[src/rtl/loadable_program_memory.sv]
// Loadable instruction store: byte-wide big-endian program load, registered fetch port.
// Optional IMEM_PARITY_EN adds an even-parity bit per stored word and a parity_err output.
module loadable_program_memory #(
   parameter int unsigned AddrSz        = 6,
   parameter int unsigned InstructionSz = 24
) (
   input  logic                     clk,
   input  logic                     rst,
   input  logic                     load_start,
   input  logic                     load_valid,
   input  logic [7:0]               load_data,
   input  logic                     load_last,
   output logic                     load_ready,
   output logic                     load_done,
   output logic                     cpu_hold,
   input  logic                     fetch_en,
   input  logic [AddrSz-1:0]        address,
   output logic [InstructionSz-1:0] instruction,
   output logic                     instr_valid,
   output logic                     parity_err
);

   localparam int unsigned Depth        = 1 << AddrSz;
   localparam int unsigned BytesPerWord = (InstructionSz + 7) / 8;
   localparam int unsigned AsmW         = 8 * BytesPerWord;
   localparam int unsigned CntW         = (BytesPerWord > 1) ? $clog2(BytesPerWord) : 1;
`ifdef IMEM_PARITY_EN
   localparam int unsigned MemW = InstructionSz + 1;
`else
   localparam int unsigned MemW = InstructionSz;
`endif

   typedef enum logic [1:0] {StIdle, StLoad, StRun} state_e;

   state_e                   state_q, state_d;
   logic [AddrSz-1:0]        ptr_q, ptr_d;
   logic [CntW-1:0]          bytecnt_q, bytecnt_d;
   logic [AsmW-1:0]          asm_q, asm_d;
   logic                     load_done_q, load_done_d;
   logic [InstructionSz-1:0] instr_q, instr_d;
   logic                     valid_q, valid_d;
   logic                     perr_q, perr_d;

   logic [MemW-1:0]          mem [Depth];
   logic [MemW-1:0]          rd_word;
   logic [MemW-1:0]          mem_wdata;
   logic                     mem_we;
   logic [AsmW-1:0]          asm_next;
   logic [InstructionSz-1:0] wr_word;
   logic                     accept;
   logic                     word_end;

   assign accept   = (state_q == StLoad) && load_valid && !load_start;
   assign word_end = load_last || (bytecnt_q == CntW'(BytesPerWord - 1));
   assign rd_word  = mem[address];

   // Each byte lands in its final big-endian slot; unreceived low bytes stay zero.
   always_comb begin
      asm_next = (bytecnt_q == '0) ? '0 : asm_q;
      for (int unsigned k = 0; k < BytesPerWord; k++) begin
         if (CntW'(k) == bytecnt_q) begin
            asm_next[8*(BytesPerWord-1-k) +: 8] = load_data;
         end
      end
   end

   // Keeping only the low bits also drops the unused high bits of the first byte.
   assign wr_word = asm_next[InstructionSz-1:0];
`ifdef IMEM_PARITY_EN
   assign mem_wdata = {^wr_word, wr_word};
`else
   assign mem_wdata = wr_word;
`endif

   always_comb begin
      state_d     = state_q;
      ptr_d       = ptr_q;
      bytecnt_d   = bytecnt_q;
      asm_d       = asm_q;
      load_done_d = 1'b0;
      instr_d     = instr_q;
      valid_d     = 1'b0;
      perr_d      = 1'b0;
      mem_we      = 1'b0;
      unique case (state_q)
         StIdle: begin
            if (load_start) begin
               state_d   = StLoad;
               ptr_d     = '0;
               bytecnt_d = '0;
            end
         end
         StLoad: begin
            if (load_start) begin
               ptr_d     = '0;
               bytecnt_d = '0;
            end else if (accept) begin
               asm_d     = asm_next;
               bytecnt_d = bytecnt_q + 1'b1;
               if (word_end) begin
                  mem_we    = 1'b1;
                  ptr_d     = ptr_q + 1'b1;
                  bytecnt_d = '0;
                  if (load_last || (&ptr_q)) begin
                     state_d     = StRun;
                     load_done_d = 1'b1;
                  end
               end
            end
         end
         StRun: begin
            if (load_start) begin
               state_d   = StLoad;
               ptr_d     = '0;
               bytecnt_d = '0;
            end else if (fetch_en) begin
               instr_d = rd_word[InstructionSz-1:0];
               valid_d = 1'b1;
`ifdef IMEM_PARITY_EN
               perr_d  = rd_word[InstructionSz] ^ (^rd_word[InstructionSz-1:0]);
`endif
            end
         end
         default: state_d = StIdle;
      endcase
   end

   always_ff @(posedge clk or posedge rst) begin
      if (rst) begin
         state_q     <= StIdle;
         ptr_q       <= '0;
         bytecnt_q   <= '0;
         asm_q       <= '0;
         load_done_q <= 1'b0;
         instr_q     <= '0;
         valid_q     <= 1'b0;
         perr_q      <= 1'b0;
      end else begin
         state_q     <= state_d;
         ptr_q       <= ptr_d;
         bytecnt_q   <= bytecnt_d;
         asm_q       <= asm_d;
         load_done_q <= load_done_d;
         instr_q     <= instr_d;
         valid_q     <= valid_d;
         perr_q      <= perr_d;
      end
   end

   // Array is deliberately not reset so a reset mid-load keeps finished words.
   always_ff @(posedge clk) begin
      if (mem_we) begin
         mem[ptr_q] <= mem_wdata;
      end
   end

   assign load_ready  = (state_q == StLoad);
   assign load_done   = load_done_q;
   assign cpu_hold    = (state_q != StRun);
   assign instruction = instr_q;
   assign instr_valid = valid_q;
   assign parity_err  = perr_q;

endmodule
[config.mk]
export PLATFORM = sky130hd
export DESIGN_NAME = loadable_program_memory
export DESIGN_NICKNAME = d
export VERILOG_FILES = /design/src/rtl/loadable_program_memory.sv
export SDC_FILE = /design/constraint.sdc
export NUM_CORES = 1
export LEC_CHECK = 0
export CAP_MARGIN = 20
export CORE_MARGIN = 5
export CORE_UTILIZATION = 53
export CTS_CLUSTER_SIZE = 20
export DETAILED_ROUTE_END_ITERATION = 8
export GPL_TIMING_DRIVEN = 0
export PLACE_DENSITY = 0.71
export REMOVE_ABC_BUFFERS = 1
export SLEW_MARGIN = 30
export SYNTH_ARGS = -nofsm -noshare
export SYNTH_HDL_FRONTEND = slang
export SYNTH_SLANG_ARGS = --single-unit
[constraint.sdc]
create_clock -name clk -period 4.4 [get_ports clk]
set_clock_uncertainty 0.15 [all_clocks]
set_input_delay 1.32 -clock clk [delete_from_list [all_inputs] [get_ports clk]]
set_output_delay 1.32 -clock clk [all_outputs]
set_load 0.02 [all_outputs]
Word level (Yosys, flattened, before mapping)
Memory sizes are Yosys's and may differ from the RTL's. A register that Yosys moved wholly into a read port is not among the register bits.
Index checks and enable logic that the tools add are counted.
Widths: inputs -> output; s select.
- add/sub/neg operators: 2
- multiply operators: 0
- divide/modulo/power cells: 0
- magnitude comparators: 0
- equality and inequality tests: 13
- shift-type cells: 0
- multiplexer cells: 34
- bitwise gates (word level): 1
- reductions and logical operators: 15
- operator list (kind ; number):
    $mux 24 ; 1
    $mux 6 ; 4
    $mux 8 ; 3
    $mux 2 ; 9
    $mux 1 ; 14
    $pmux 6 s2 ; 1
    $reduce_and 3->1 ; 3
    $ne 2x1->1 const B ; 4
    $pmux 2 s2 ; 2
    $add 6x1->6 const B ; 1
    $ne 3x2->1 const B ; 2
    $reduce_and 6->1 ; 1
    $reduce_and 5->1 ; 1
    $eq 2x2->1 const B ; 2
    $logic_not 2->1 ; 2
    $ne 2x2->1 const B ; 2
    $reduce_and 4->1 ; 1
    $add 2x1->2 const B ; 1
    $eq 1x2->1 const A ; 1
    $eq 2x1->1 const B ; 1
    $eq 2x2->1 const A ; 1
    $logic_and 1x1->1 ; 2
    $logic_or 1x1->1 ; 2
    $reduce_bool 2->1 ; 1
    3 further kinds ; 3
- flip-flop bits (word level): 36
- bits in latches: 0
- bits in writable memories: 1536
- ROM bits: 0
- input port bits: 20
- output and inout bits: 29
- memories: 1
- memories (name ; depth ; width ; rd ports ; clocked after Yosys merged registers in ; write ports ; line ; text):
    mem ; 64 ; 24 ; 1 ; 1 ; 1 ; 44 ; logic [MemW-1:0] mem [Depth];

Depth between registers and ports, before layout
Gate-level depths: netlist of the first run.
- word-level depth: 8
- mapped depth: 10
- depth with buffers taken out: 7

Worst setup path before layout of the first run
No wires, ideal clock.
- kind: input -> register
- from: input load_start
- to: memory mem[25][0] (netlist name) (enable)
- setup time: 475 ps
- arrival time: 5170 ps
- required time: 3775 ps
- slack: -1395 ps
- stages: 6
- cells stage by stage: clkbuf_1 -> nand2b_1 -> nor2_1 -> o21a_1 -> nand4b_1 -> nor4b_1
- word-level cells in the longest chain between the ends: 7
- RTL lines (item ; line ; text):
    start, declared ; 9 ; input logic load_start,
    $logic_not 1->1 ; 53 ; assign accept = (state_q == StLoad) && load_valid && !load_start;
    $logic_and 1x1->1 ; 53 ;
    $mux 1 ; 97 ; end else if (accept) begin
    $mux 1 * ; 94 ; if (load_start) begin
    $mux 1 * ; 85 ; unique case (state_q)
    $mux 1 * ; 152 ; if (mem_we) begin
    $mux 1 (not written as such) * ; 153 ; mem[ptr_q] <= mem_wdata;
    end, declared ; 44 ;
Mark *: on every way between the ends. The rest lies on a longest branch, timed or not.

Worst setup path after layout of the first run
- from: input load_start
- to: memory mem[25][18] (netlist name) (enable)
Same word-level chain as after synthesis.

==> impl_results.md, run 1 <==
* Worst VDD drop at 0.366 mV
* CTS Hold Buffers Added at 0
* Clk_lat worst skew at 0.76 ns
* Crit path max fanout at 10
* Final-layout fill cell count at 7382
* Routed wire per std cell at 31.6 um
* Req. time, crit path at 4.69 ns
* Starting Density at 0.533
* Pre-CTS WS at -1.89 ns
* DPL Wire Length at 93400 um
* Gpl congestion at 0.807
* Largest net degree at the start of global routing at 77
* Clk slew on worst S/H paths at 0.06 ns
* Max Cap Violations at 0
* Peak Freq at 0.232 GHz
* Ys async rst share at 0.0376
* Commonest cells in the netlist: edfxtp_1, mux2i_1, mux4_2
* Yosys cell types at 42
* Hold Crit Class: flop to flop
* CP Capture Type: flop
* Via-per-instance ratio at 6.49
* Placed cell count at 4514
* Primary FF master, synth: edfxtp_1
* Flip-flop and latch area at 0.0476 sq mm
* Max Root-Sink Buffers at 3
* Ports at 49
* Max incr delay on CP at 0.64 ns
* Startpoint types: input pin
* Slowest cell on the critical path: clkdlybuf4s50_1
* Reg2Reg Depth at 9
* Fin crit period at 4.31 ns
* CTS Root Buffer Type: clkbuf_16
* Routed Antenna Nets at 0
* DRT iter0 DRCs at 3923
* Post-Syn Area at 0.0617 sq mm
* EDFF count, synth at 1536
* Period utilisation layout at 0.979
* Hold WS at 0.366 ns
* Die Span Y at 351 um
* Non-Filler Instances at 4816
* Number of max-slew violations in the final report at 0
* Synth warnings at 0
* Core ar. at 0.116 sq mm
* Top cell by count, worst path: buf_2
* R2R Path Start: bytecnt_q[0]$_DFFE_PP0P_
* Yosys reg bits at 1596
* Final WL at 152000 um
* Critical path class: input pin to flop
* Port buffer count at 47
* Most numerous cell in the Yosys netlist: edfxtp_1
* CTS HTree Levels at 4
* Top post-synthesis cells by area: edfxtp_1, mux4_2, mux2i_1
* Hold Path Origin: asm_q[17]$_DFFE_PP0P_
* Post-synth top area share at 0.747
* GRT Total Usage at 0.248
* CP startpoint: load_start
* Die X at 351 um
* Power Dens Cells at 441 mW/mm^2
* Vias in the first global route at 31.4k
* CP arrival at 4.60 ns
* Status: complete, no violations
* First-pass GRT wire length at 219000 um
* Post-synthesis sequential area ratio at 0.771
* CTS buffer count at 152
* Area Overhead vs Synth at 17.4%
* Worst R2R Setup Slack at 0.71 ns
* RSZ-0062 raised after global routing: false
* Overflow after GRT at 0
* Area of the multi-input gates at 0.0140 sq mm
* Clk sinks at 1596
* Mapped Avg Cell Area at 20.7 sq um
* DRT Pass-1 Iters at 5
* Share of layout cells above drive strength 1 at 0.242
* Drc violations at 0
* Worst slew margin at 0.348
* Worst-margin pin slew at 0.975 ns
* Worst-path cell chain: clkdlybuf4s50_1 -> nand2b_2 -> nor2_4 -> buf_12 -> o21a_1 -> nand4b_1 -> buf_4 -> nor4b_4 -> buf_2 -> buf_2 -> buf_2
* Initial antenna violation count at 9
* Hold violation count in the final report at 0
* Placed cell areas at 0.0672 sq mm
* Hold Crit Depth at 1
* Row count at 125
* DR vias at 31.2k
* Post-Synthesis Cells at 2989
* Leakage at 24.7 nW
* Die area at 0.123 sq mm
* Final nets at 3192
* Setup violators final at 0
* Dominant cell type by area after synthesis: edfxtp_1
* Final WS setup at 0.0925 ns
* Design Area, Final at 0.0725 sq mm
* CTS tree: done
## layout by cell type, fill, tap and decap left out, types with 42 or more instances in the layout
master	netlist	final
edfxtp_1	1536	1536
clkbuf_16	0	156
clkdlybuf4s50_1	0	42
buf_16	0	104
dfrtp_1	60	60
a22oi_1	120	120
a211oi_1	48	48
mux2i_1	337	337
nor2_4	0	64
mux4_2	240	240
mux2_2	56	48
## cell type report
class                           instances  area share
Sequential cell                      1596       0.657
Multi-Input combinational cell       1202       0.193
Clock buffer                          183      0.0557
Timing Repair Buffer                  210      0.0548
Tap cell                             1524      0.0263
Clock inverter                         93      0.0128
Inverter                                6    0.000345
Antenna cell                            2   0.0000691
## repair_timing
item                                    in CTS  in global routing
gates cloned                                 1                  0
endpoints found under the setup margin     808                100
pin swaps                                   10                  1
gates resized for setup                      4                  1
buffers inserted                            17                  6
## metrics by stage
step	utilization	setup TNS, ns	total power [mW]
finish	0.625	0	32.0
global placement	0.545	-7276.72	19.9
detailed placement	0.580	-1322.87	19.2
floorplan	-	-883.72	18.1
CTS	0.625	0	32.1
global route	0.625	0	32.8
## sequential cells by signal (all words and copies together), names as in the netlist
signal,count
ptr_q,6
bytecnt_q,2
instr_valid,1
mem,1536
load_done,1
instruction,24
asm_q,24
state_q,2
## per-layer routing
metal / track usage / vias up / wire length [um]
li1: - / 12869 / -
met1: 0.334 / 16314 / 56500
met2: 0.414 / 1750 / 76200
met3: 0.0477 / 306 / 14100
met4: 0.0826 / 2 / 5360
met5: 0 / - / 11
## final timing paths
kind / endpoint
max: mem[25][18]$_DFFE_PP_
min: asm_q[17]$_DFFE_PP0P_
max reg2reg: mem[25][18]$_DFFE_PP_
min reg2reg: asm_q[17]$_DFFE_PP0P_
max in group asynchronous: instruction[22]$_DFFE_PP0P_
min in group asynchronous: state_q[1]$_DFFE_PP0P_
## report_power, final
part           internal, mW  switching (mW)
clock network          7.50            5.54
registers              16.8           0.148
logic                 0.743            1.20
## worst max-delay path, delay by kind of cell
kind,cells,cell delay [ns]
buffers and inverters,6,1.71
AOI/OAI and AO/OA,1,0.28
and+or+nand+nor,4,1.26
## cell families after synthesis
| kind of cell | share of synthesized area |
|---|---|
| other | 0.0000607 |
| adder cells (fa/ha/maj) | 0.000811 |
| buffers and inverters | 0.0152 |
| AO/OA/AOI/OAI | 0.0447 |
| flip-flops | 0.771 |
| multiplexers | 0.152 |
| AND/OR/NAND/NOR | 0.0154 |
Note: power is estimated with default switching activity, not from simulation.
==> run 2, diff against run 1 <==
CORE_ASPECT_RATIO = 1.25   (was not set)
GPL_ROUTABILITY_DRIVEN = 0   (was not set)
==> impl_results.md, run 2 (same netlist as run 1, synthesis figures left out) <==
* Worst-path cell chain: buf_8 -> buf_16 -> buf_16 -> nor2b_4 -> buf_16 -> buf_16 -> a22o_1 -> a2111oi_0 -> a31oi_1 -> o211ai_1 -> a221o_1
* Net Sw Frac at 0.218
* CP startpoint: address[0]
* Status: complete, no violations
* Area Overhead vs Synth at 17.5%
* Vias in the first global route at 32.0k
* Met1 Use GR at 0.305
* DRT iter0 DRCs at 3558
* Max reg flops at 1536
* CTS Hold Buffers Added at 0
* Max Root-Sink Buffers at 3
* Reg2Reg Depth at 6
* Logic pwr share at 0.061
* Die X at 315 um
* Req. time, crit path at 4.91 ns
* R2r endpoint: mem[8][6]$_DFFE_PP_
* Final TNS setup at 0 ns
* Core ar. at 0.116 sq mm
* Power Dens Cells at 436 mW/mm^2
* Final Core Density at 0.625
* GR Util met3 at 0.0463
* Clk_lat worst skew at 0.79 ns
* Ports at 49
* Setup violators final at 0
* Number of max-slew violations in the final report at 0
* CTS Root Buffer Type: clkbuf_16
* RSZ-0062 raised after global routing: false
* Delay-heaviest family, CP: compound AO/OA/AOI/OAI gates
* R2R Path Start: bytecnt_q[0]$_DFFE_PP0P_
* Top Usage Layer GRT: met2
* CP Capture Type: flop
* Antenna diodes at 0
* Final-layout fill cell count at 7362
* Final nets at 3180
* P_int at 24.8 mW
* Slowest cell on the critical path: nor2b_4
* Row count at 140
* Reg with most FFs: mem
* Commonest cells after routing, fill and taps aside: edfxtp_1, mux2i_1, mux4_2
* Hold WS at 0.360 ns
* Switching power at 6.90 mW
* Period utilisation layout at 0.988
* Routed Antenna Nets at 0
* Max incr delay on CP at 0.59 ns
* Flip-flop and latch area at 0.0476 sq mm
* CP Capture Point: instruction[16]$_DFFE_PP0P_
* Hold Crit Class: flop to flop
* Commonest non-fill, non-tap cell in the layout: edfxtp_1
* DRT Pass-1 Iters at 7
* Critical path class: input pin to flop
* Worst slew margin at 0.299
* Port buffer count at 47
* Worst VDD drop at 0.430 mV
* Final WL at 150000 um
* Worst R2R Setup Slack at 0.61 ns
* Die area at 0.123 sq mm
* CTS HTree Levels at 4
* Worst-margin pin slew at 1.05 ns
* Peak Freq at 0.230 GHz
* Buf/Inv on CP at 5
* Routed wire per std cell at 31.1 um
* Startpoint types: input pin
* DPL Wire Length at 93900 um
* Crit path max fanout at 49
* GRT Total Usage at 0.245
* Met2 Track Usage GR at 0.420
* Share of layout cells above drive strength 1 at 0.239
* Largest net degree at the start of global routing at 82
* Seq pwr share at 0.536
* Initial antenna violation count at 3
* DR vias at 30.8k
* Area of the multi-input gates at 0.0140 sq mm
* Starting Density at 0.532
* First-pass GRT wire length at 217000 um
* CTS buffer count at 147
* WP depth at 11
* Top cell by count, worst path: buf_16
* Fin crit period at 4.35 ns
* Die Span Y at 392 um
* Clock group share of total power at 0.403
* CP arrival at 4.86 ns
* Clk sinks at 1596
* Clk slew on worst S/H paths at 0.06 ns
* CTS tree: done
* Hold violation count in the final report at 0
* Leakage at 24.7 nW
* Via-per-instance ratio at 6.38
* Max Cap Violations at 0
* Drc violations at 0
* Overflow after GRT at 0
-- run 2: changes by cell type in the layout (fill, tap and decap cells not counted), moves of 6 or more --
cell       before  now
clkinv_16       0    7
buf_4          22   11
a2111oi_0      17    8
clkbuf_1       24   38
a2111oi_1       5   11
clkinv_1       29   22
clkinv_2       27   20
inv_6           8    2
clkbuf_16     156  148
-- run 2: worst min-delay path by stage --
| stage | startpoint | to | slack [ns] | depth (start not counted) |
|---|---|---|---|---|
| 2_1_floorplan | asm_q[16]$_DFFE_PP0P_ | asm_q[16]$_DFFE_PP0P_ | 0.33 | 1 |
| 3_3_place_gp | asm_q[23]$_DFFE_PP0P_ | asm_q[23]$_DFFE_PP0P_ | 0.34 | 1 |
| 3_5_place_dp | asm_q[16]$_DFFE_PP0P_ | asm_q[16]$_DFFE_PP0P_ | 0.35 | 1 |
| 4_1_cts | asm_q[16]$_DFFE_PP0P_ | asm_q[16]$_DFFE_PP0P_ | 0.36 | 1 |
| 5_1_grt | asm_q[15]$_DFFE_PP0P_ | asm_q[15]$_DFFE_PP0P_ | 0.39 | 1 |
| 6_report | asm_q[16]$_DFFE_PP0P_ | asm_q[16]$_DFFE_PP0P_ | 0.36 | 1 |
-- run 2: cell type report --
type	instances	share of cell area
Inverter	6	0.000345
Clock buffer	188	0.0534
Timing Repair Buffer	203	0.0558
Multi-Input combinational cell	1202	0.193
Clock inverter	77	0.0136
Sequential cell	1596	0.657
Tap cell	1562	0.0269
-- run 2: per-stage QoR --
step / instance area [sq um] / setup WS [ns] / instances / power [mW]
floorplan: 60800 / -2.03 / 2803 / 18.1
global placement: 63200 / -27.93 / 4412 / 19.8
detailed placement: 67400 / -1.64 / 4555 / 19.2
CTS: 72500 / 0.0139 / 4830 / 31.8
global route: 72500 / 0.00579 / 4834 / 32.5
finish: 72500 / 0.0516 / 4834 / 31.7
-- run 2: worst reg2reg max path, cell delays in order, from the launching register on --
cell	delay, ns
dfrtp_1	0.44
inv_1	0.11
ha_1	0.64
o21a_1	0.42
nand3b_1	0.68
nor2_4	0.79
buf_16	0.24
-- run 2: power by group through the flow --
| stage | Combinational [mW] | Sequential, mW | Clock, mW |
|---|---|---|---|
| after floorplan | 0.812 | 17.3 | 0 |
| after global routing | 2.01 | 17.0 | 13.5 |
| after detailed placement | 1.88 | 17.3 | 0 |
| after global placement | 2.48 | 17.3 | 0 |
| after CTS | 1.92 | 17.0 | 12.9 |
| final | 1.92 | 17.0 | 12.8 |
-- run 2: routing by layer --
layer	part of all wire	wire [um]	vias to the layer above
met4	0.050	7430	0
met2	0.52	78000	1603
met5	0	0	-
met1	0.35	53000	16088
met3	0.078	11700	321
li1	-	-	12822
-- run 2: what timing repair did --
item / 4_1_cts / 5_1_grt
gates cloned: 5 / 0
buffers inserted: 5 / 4
endpoints found under the setup margin: 518 / 93
resized for setup: 7 / 1
pin swaps: 2 / 4
